[config.mk]
export PLATFORM = sky130hd
export DESIGN_NAME = decoder_seq
export DESIGN_NICKNAME = d
export VERILOG_FILES = /design/src/rtl/decoder_pkg.sv /design/src/rtl/decoder_onehot.sv /design/src/rtl/decoder_seq.sv
export SDC_FILE = /design/constraint.sdc
export NUM_CORES = 1
export LEC_CHECK = 0
export ABC_CLOCK_PERIOD_IN_PS = 1800
export BUFFER_PORTS_ARGS = -buffer_cell sky130_fd_sc_hd__buf_2
export CAP_MARGIN = 20
export CORE_MARGIN = 2
export CORE_UTILIZATION = 35
export CTS_CLUSTER_DIAMETER = 40
export CTS_CLUSTER_SIZE = 8
export DETAILED_ROUTE_END_ITERATION = 8
export HOLD_SLACK_MARGIN = 0.12
export SYNTH_ARGS = -nofsm -noshare
export SYNTH_HDL_FRONTEND = slang
export SYNTH_SLANG_ARGS = --single-unit
[constraint.sdc]
create_clock -name clk -period 1.8 [get_ports clk]
set_input_delay 0.36 -clock clk [delete_from_list [all_inputs] [get_ports clk]]
set_output_delay 0.36 -clock clk [all_outputs]
set_load 0.005 [all_outputs]
[src/rtl/decoder_pkg.sv]
// ============================================================================
// Module   : decoder_pkg
// Brief    : Shared state type, output-width rule and one-hot helper for
//            the decoder_seq block.
// Revision : 1.0
// ============================================================================
`default_nettype none

package decoder_pkg;

  localparam int unsigned C_MAX_SEL_W = 6;
  localparam int unsigned C_MAX_OUT_W = 32'd1 << C_MAX_SEL_W;

  typedef enum logic [0:0] {
    IDLE   = 1'b0,
    ACTIVE = 1'b1
  } state_t;

  function automatic int unsigned out_width(input int unsigned sel_w);
    return 32'd1 << sel_w;
  endfunction

  function automatic logic [C_MAX_OUT_W-1:0] onehot(input logic [C_MAX_SEL_W-1:0] idx);
    logic [C_MAX_OUT_W-1:0] v;
    v      = '0;
    v[idx] = 1'b1;
    return v;
  endfunction

endpackage

`default_nettype wire

[src/rtl/decoder_onehot.sv]
// ============================================================================
// Module   : decoder_onehot
// Brief    : Combinational SEL_W to 2^SEL_W one-hot decoder with enable.
// Revision : 1.0
// ============================================================================
`default_nettype none

module decoder_onehot
  import decoder_pkg::*;
#(
  parameter  int SEL_W = 2,
  localparam int OUT_W = int'(out_width(SEL_W))
) (
  input  logic             i_en,
  input  logic [SEL_W-1:0] i_sel,
  output logic [OUT_W-1:0] o_onehot
);

  assign o_onehot = i_en ? (OUT_W'(1) << i_sel) : '0;

endmodule

`default_nettype wire

[src/rtl/decoder_seq.sv]
// ============================================================================
// Module   : decoder_seq
// Brief    : Timed one-hot select sequencer (single / scan) with valid-ready
//            command port. Scan mode is built only with DECODER_SEQ_SCAN_EN.
// Revision : 1.0
// ============================================================================
`default_nettype none

module decoder_seq
  import decoder_pkg::*;
#(
  parameter  int SEL_W  = 2,
  parameter  int HOLD_W = 4,
  localparam int OUT_W  = int'(out_width(SEL_W))
) (
  input  logic              clk,
  input  logic              rst_n,
  input  logic              in_valid,
  output logic              in_ready,
  input  logic [SEL_W-1:0]  in_sel,
  input  logic [HOLD_W-1:0] in_hold,
  input  logic              in_mode,
  input  logic              in_abort,
  output logic [OUT_W-1:0]  out,
  output logic              busy,
  output logic              done
);

  state_t            r_state;
  logic [HOLD_W-1:0] r_hold_cnt;
  logic              w_accept;
  logic              w_dec_en;
  logic [SEL_W-1:0]  w_dec_sel;
  logic [OUT_W-1:0]  w_dec_out;

  assign in_ready = !busy && !in_abort;
  assign w_accept = (r_state == IDLE) && in_valid && in_ready;
  assign w_dec_en = (r_state == IDLE) ? in_valid : 1'b1;

`ifdef DECODER_SEQ_SCAN_EN
  localparam logic [SEL_W-1:0] C_LAST_SLOT = '1;

  logic              r_mode;
  logic [SEL_W-1:0]  r_cur_idx;
  logic [SEL_W-1:0]  r_slot_cnt;
  logic [HOLD_W-1:0] r_hold;
  logic              w_step;

  assign w_step    = r_mode && (r_slot_cnt != C_LAST_SLOT);
  // Index wraps naturally in SEL_W bits, giving the modulo-2^SEL_W walk.
  assign w_dec_sel = (r_state == IDLE) ? in_sel : r_cur_idx + 1'b1;
`else
  logic w_unused_mode;

  assign w_unused_mode = in_mode;
  assign w_dec_sel     = in_sel;
`endif

  decoder_onehot #(
    .SEL_W (SEL_W)
  ) u_onehot (
    .i_en     (w_dec_en),
    .i_sel    (w_dec_sel),
    .o_onehot (w_dec_out)
  );

  always_ff @(posedge clk or negedge rst_n) begin
    if (!rst_n) begin
      r_state    <= IDLE;
      out        <= '0;
      busy       <= 1'b0;
      done       <= 1'b0;
      r_hold_cnt <= '0;
`ifdef DECODER_SEQ_SCAN_EN
      r_mode     <= 1'b0;
      r_cur_idx  <= '0;
      r_slot_cnt <= '0;
      r_hold     <= '0;
`endif
    end else begin
      done <= 1'b0;
      case (r_state)
        IDLE: begin
          if (w_accept) begin
            r_state    <= ACTIVE;
            busy       <= 1'b1;
            out        <= w_dec_out;
            r_hold_cnt <= in_hold;
`ifdef DECODER_SEQ_SCAN_EN
            r_mode     <= in_mode;
            r_cur_idx  <= in_sel;
            r_slot_cnt <= '0;
            r_hold     <= in_hold;
`endif
          end
        end
        ACTIVE: begin
          if (in_abort) begin
            r_state <= IDLE;
            busy    <= 1'b0;
            out     <= '0;
          end else if (r_hold_cnt != '0) begin
            r_hold_cnt <= r_hold_cnt - 1'b1;
`ifdef DECODER_SEQ_SCAN_EN
          end else if (w_step) begin
            r_cur_idx  <= r_cur_idx + 1'b1;
            out        <= w_dec_out;
            r_hold_cnt <= r_hold;
            r_slot_cnt <= r_slot_cnt + 1'b1;
`endif
          end else begin
            r_state <= IDLE;
            busy    <= 1'b0;
            out     <= '0;
            done    <= 1'b1;
          end
        end
        default: r_state <= IDLE;
      endcase
    end
  end

endmodule

`default_nettype wire

==> out/results.tsv <==
stage	metric	value	unit
setup_path	Worst R2R End	out[1]	
detailed_routing	Antenna Nets Post-Route	0	
detailed_routing	first-pass detailed-route iteration total	2	
placed_design	gpl congestion	0.707	
min_path	hold-critical path depth	3	
logic_synthesis	Post-Syn Instances	50	
logic_synthesis	FF+latch count, synth	11	
sta	Fin Setup TNS	0	ps
setup_path	CP required	1950	ps
finish	layout cells sized above 1	37.0	%
sta	Setup WS post-layout	134	ps
finish	Non-Filler Instances	89	
placed_design	HPWL after DPL	831	um
sta	Pins Over Slew Limit	0	
min_path	hold endpoint	r_hold_cnt[2]	
logic_synthesis	top_reg_cell synth	dfrtp_1	
pwr	Sw Pwr	0.348	mW
min_path	worst min path class	primary input to flop	
pwr	pwr dens	1340	nW/um^2
clocking	post-CTS setup buffers	0	
floorplan	full die area	2000	um^2
setup_path	Worst Setup End Kind	flop	
clocking	Max clock buf depth	2	
floorplan	DIE WIDTH	44.7	um
setup_path	Max FO, Critical Path	4	
sta	max frequency	600	MHz
sta	Clock Skews	3.34	ps
setup_path	reg2reg start	r_hold_cnt[0]	
logic_synthesis	async set-reset flop share out of synthesis	100	%
detailed_routing	DRT iter0 DRCs	4	
pwr	Switching Fraction	35.1	%
sta	Final setup viols	0	
logic_synthesis	Yosys warning total	0	
global_route	largest net degree at the start of global routing	12	
clocking	H-tree levels	1	
clocking	total clock buffers created by CTS	3	
setup_path	worst setup path class	flop to flop	
setup_path	R2R depth	7	
detailed_routing	residual DRC count	0	
logic_synthesis	syn_area_per_cell	11.6	um^2
pwr	VDD IR max	0.636	mV
setup_path	Arrival @ worst endpoint	1820	ps
flow_run	Max-cap violations	0	
finish	number of diodes	0	
global_route	first-pass GRT wire length	1940	um
pwr	Comb power frac	39.9	%
global_route	GRT Total Usage	13.5	%
clocking	CTS tree	built	
logic_synthesis	Mapped Nets	62	
min_path	hold_sp	in_hold[2]	
logic_synthesis	cell area after synthesis	579	um^2
pwr	Leak	0.380	nW
detailed_routing	post-DR vias/cell	5.09	
pwr	Internal	0.642	mW
sta	Fin. Hold Viols	0	
logic_synthesis	synth unique cells	25	
setup_path	FF-to-FF setup slack	130	ps
clocking	CTS Root Cell	clkbuf_4	
floorplan	FP Rows	14	
floorplan	Starting Density	38.0	%
clocking	clock-pin transition on the worst setup and hold timing paths	70	ps
global_route	initial antenna violation count	0	
sta	RSZ-0062 raised after global routing	no	
setup_path	CP Launch Type	flop	
finish	Layout area overhead	27.9	%
floorplan	die boundary height	44.7	um
logic_synthesis	number of flops mapped to enable cells by yosys	0	
placed_design	pre-CTS setup slack	145	ps
sta	Min Clock Period, post-route	1670	ps
finish	Fill cells	151	
detailed_routing	wire length per cell	11.8	um
logic_synthesis	register area share after synthesis	47.5	%
sta	Slew HR	81.4	%
finish	nets	86	
placed_design	# placed instances	84	
clocking	Clock Latency Late Sink	260	ps
global_route	remaining global-route overflow	0	
pwr	sequential power share	43.4	%
detailed_routing	Routed WL	1050	um
sta	Final period util	92.6	%
pwr	Clk pwr share	16.7	%
floorplan	core area	1520	um^2
clocking	CTS sink cnt	11	
placed_design	I/O Buffers	16	
detailed_routing	DR vias	453	
global_route	vias in the first global route	459	
run_status	status	finished, final reports clean	
sta	WHS	371	ps
sta	Slew @ Worst Pin	280	ps
floorplan	I/O pins	18	
==> timing repair <==
item	in CTS	in global routing
hold endpoints to repair	11	0
setup endpoints to repair	0	4
hold buffers	1	0
resized for setup	0	1
==> layout make-up <==
class	count	area (um^2)	area share, %
timing repair buffer	20	113	15.2
tap	16	20.0	2.70
clock inverter	1	5.00	0.676
clock buffer	3	22.5	3.04
sequential	11	275	37.2
inverter	4	15.0	2.03
multi-input combinational	34	290	39.2
==> power by group through the flow <==
stage | clock, mW | sequential (mW) | combinational, mW
after floorplan | 0 | 0.414 | 0.260
after global placement | 0 | 0.427 | 0.383
final | 0.166 | 0.430 | 0.395
after detailed placement | 0 | 0.430 | 0.394
after global routing | 0.185 | 0.450 | 0.443
after CTS | 0.174 | 0.425 | 0.399
==> synth_stat cells, drive strengths merged, types with 2 or more instances <==
cell type	n	area (um^2)
nor2	2	7.51
mux2	4	45.0
nor4bb	2	20.0
mux2i	5	50.1
dfrtp	11	275
nor3b	2	15.0
o21ai	3	15.0
nor2b	2	12.5
nand2b	2	12.5
inv	4	15.0
==> how the worst max path moves through the flow <==
stage / end / slack (ps) / startpoint
floorplan: out[0] / 270 / r_hold_cnt[0]
global route: out[2] / 30 / r_hold_cnt[0]
CTS: out[1] / 130 / r_hold_cnt[0]
finish: out[1] / 130 / r_hold_cnt[0]
global placement: out[0] / 140 / r_hold_cnt[0]
detailed placement: out[1] / 150 / r_hold_cnt[0]
==> kinds of logic (layout without fill, tap and decap cells) <==
group,count (synthesis),count (layout),share of synthesized area [%]
DFF,11,11,47.5
adders and majority gates,1,1,2.16
and+or+nand+nor,16,16,20.3
AOI/OAI and AO/OA,8,8,10.4
muxes,9,9,16.4
buffers and inverters,5,28,3.24
==> metrics by stage <==
stage / util [%] / total power [mW] / instance area, um^2
5_1_grt: 48.6 / 1.08 / 741
3_5_place_dp: 45.8 / 0.824 / 698
3_3_place_gp: 45.8 / 0.810 / 698
2_1_floorplan: - / 0.674 / 579
6_report: 48.6 / 0.990 / 741
4_1_cts: 48.3 / 0.998 / 736
==> layout by cell type, fill, tap and decap left out <==
master and n:
o22ai_1 1, nand2b_1 2, and4b_1 1, or4b_4 1, mux2i_1 5, nor2b_1 2
nor4b_1 1, a21bo_1 1, buf_4 3, dfrtp_1 11, dlygate4sd3_1 1, nor4bb_1 2
a31oi_1 1, nand2_1 1, clkinv_2 1, o21a_1 1, inv_2 1, and3b_1 1
nor3b_2 1, a221oi_2 1, nor3b_1 1, ha_1 1, buf_2 16, o21ai_0 2
nor3_1 1, inv_1 3, mux2_1 4, clkbuf_4 3, nor2_1 2, o21ai_1 1
==> critical path, stage by stage (launching register included) <==
cell and delay (ps):
dfrtp_1 360, inv_1 70, ha_1 220, nor3b_2 150, buf_4 140, o22ai_1 140
buf_4 160, mux2_1 320
==> registers in the layout, summed over array words and instances, names as in the netlist <==
signal and flops:
busy 1, done 1, out 4, r_hold_cnt 4, r_state 1
==> layer usage <==
layer / global-route usage [%] / up-vias / wire length (um)
li1: - / 233 / -
met1: 17.3 / 211 / 504
met2: 21.2 / 7 / 508
met3: 2.45 / 2 / 36
met4: 7.27 / 0 / 5
met5: 0 / - / 0
(Power assumes the default switching activity.)
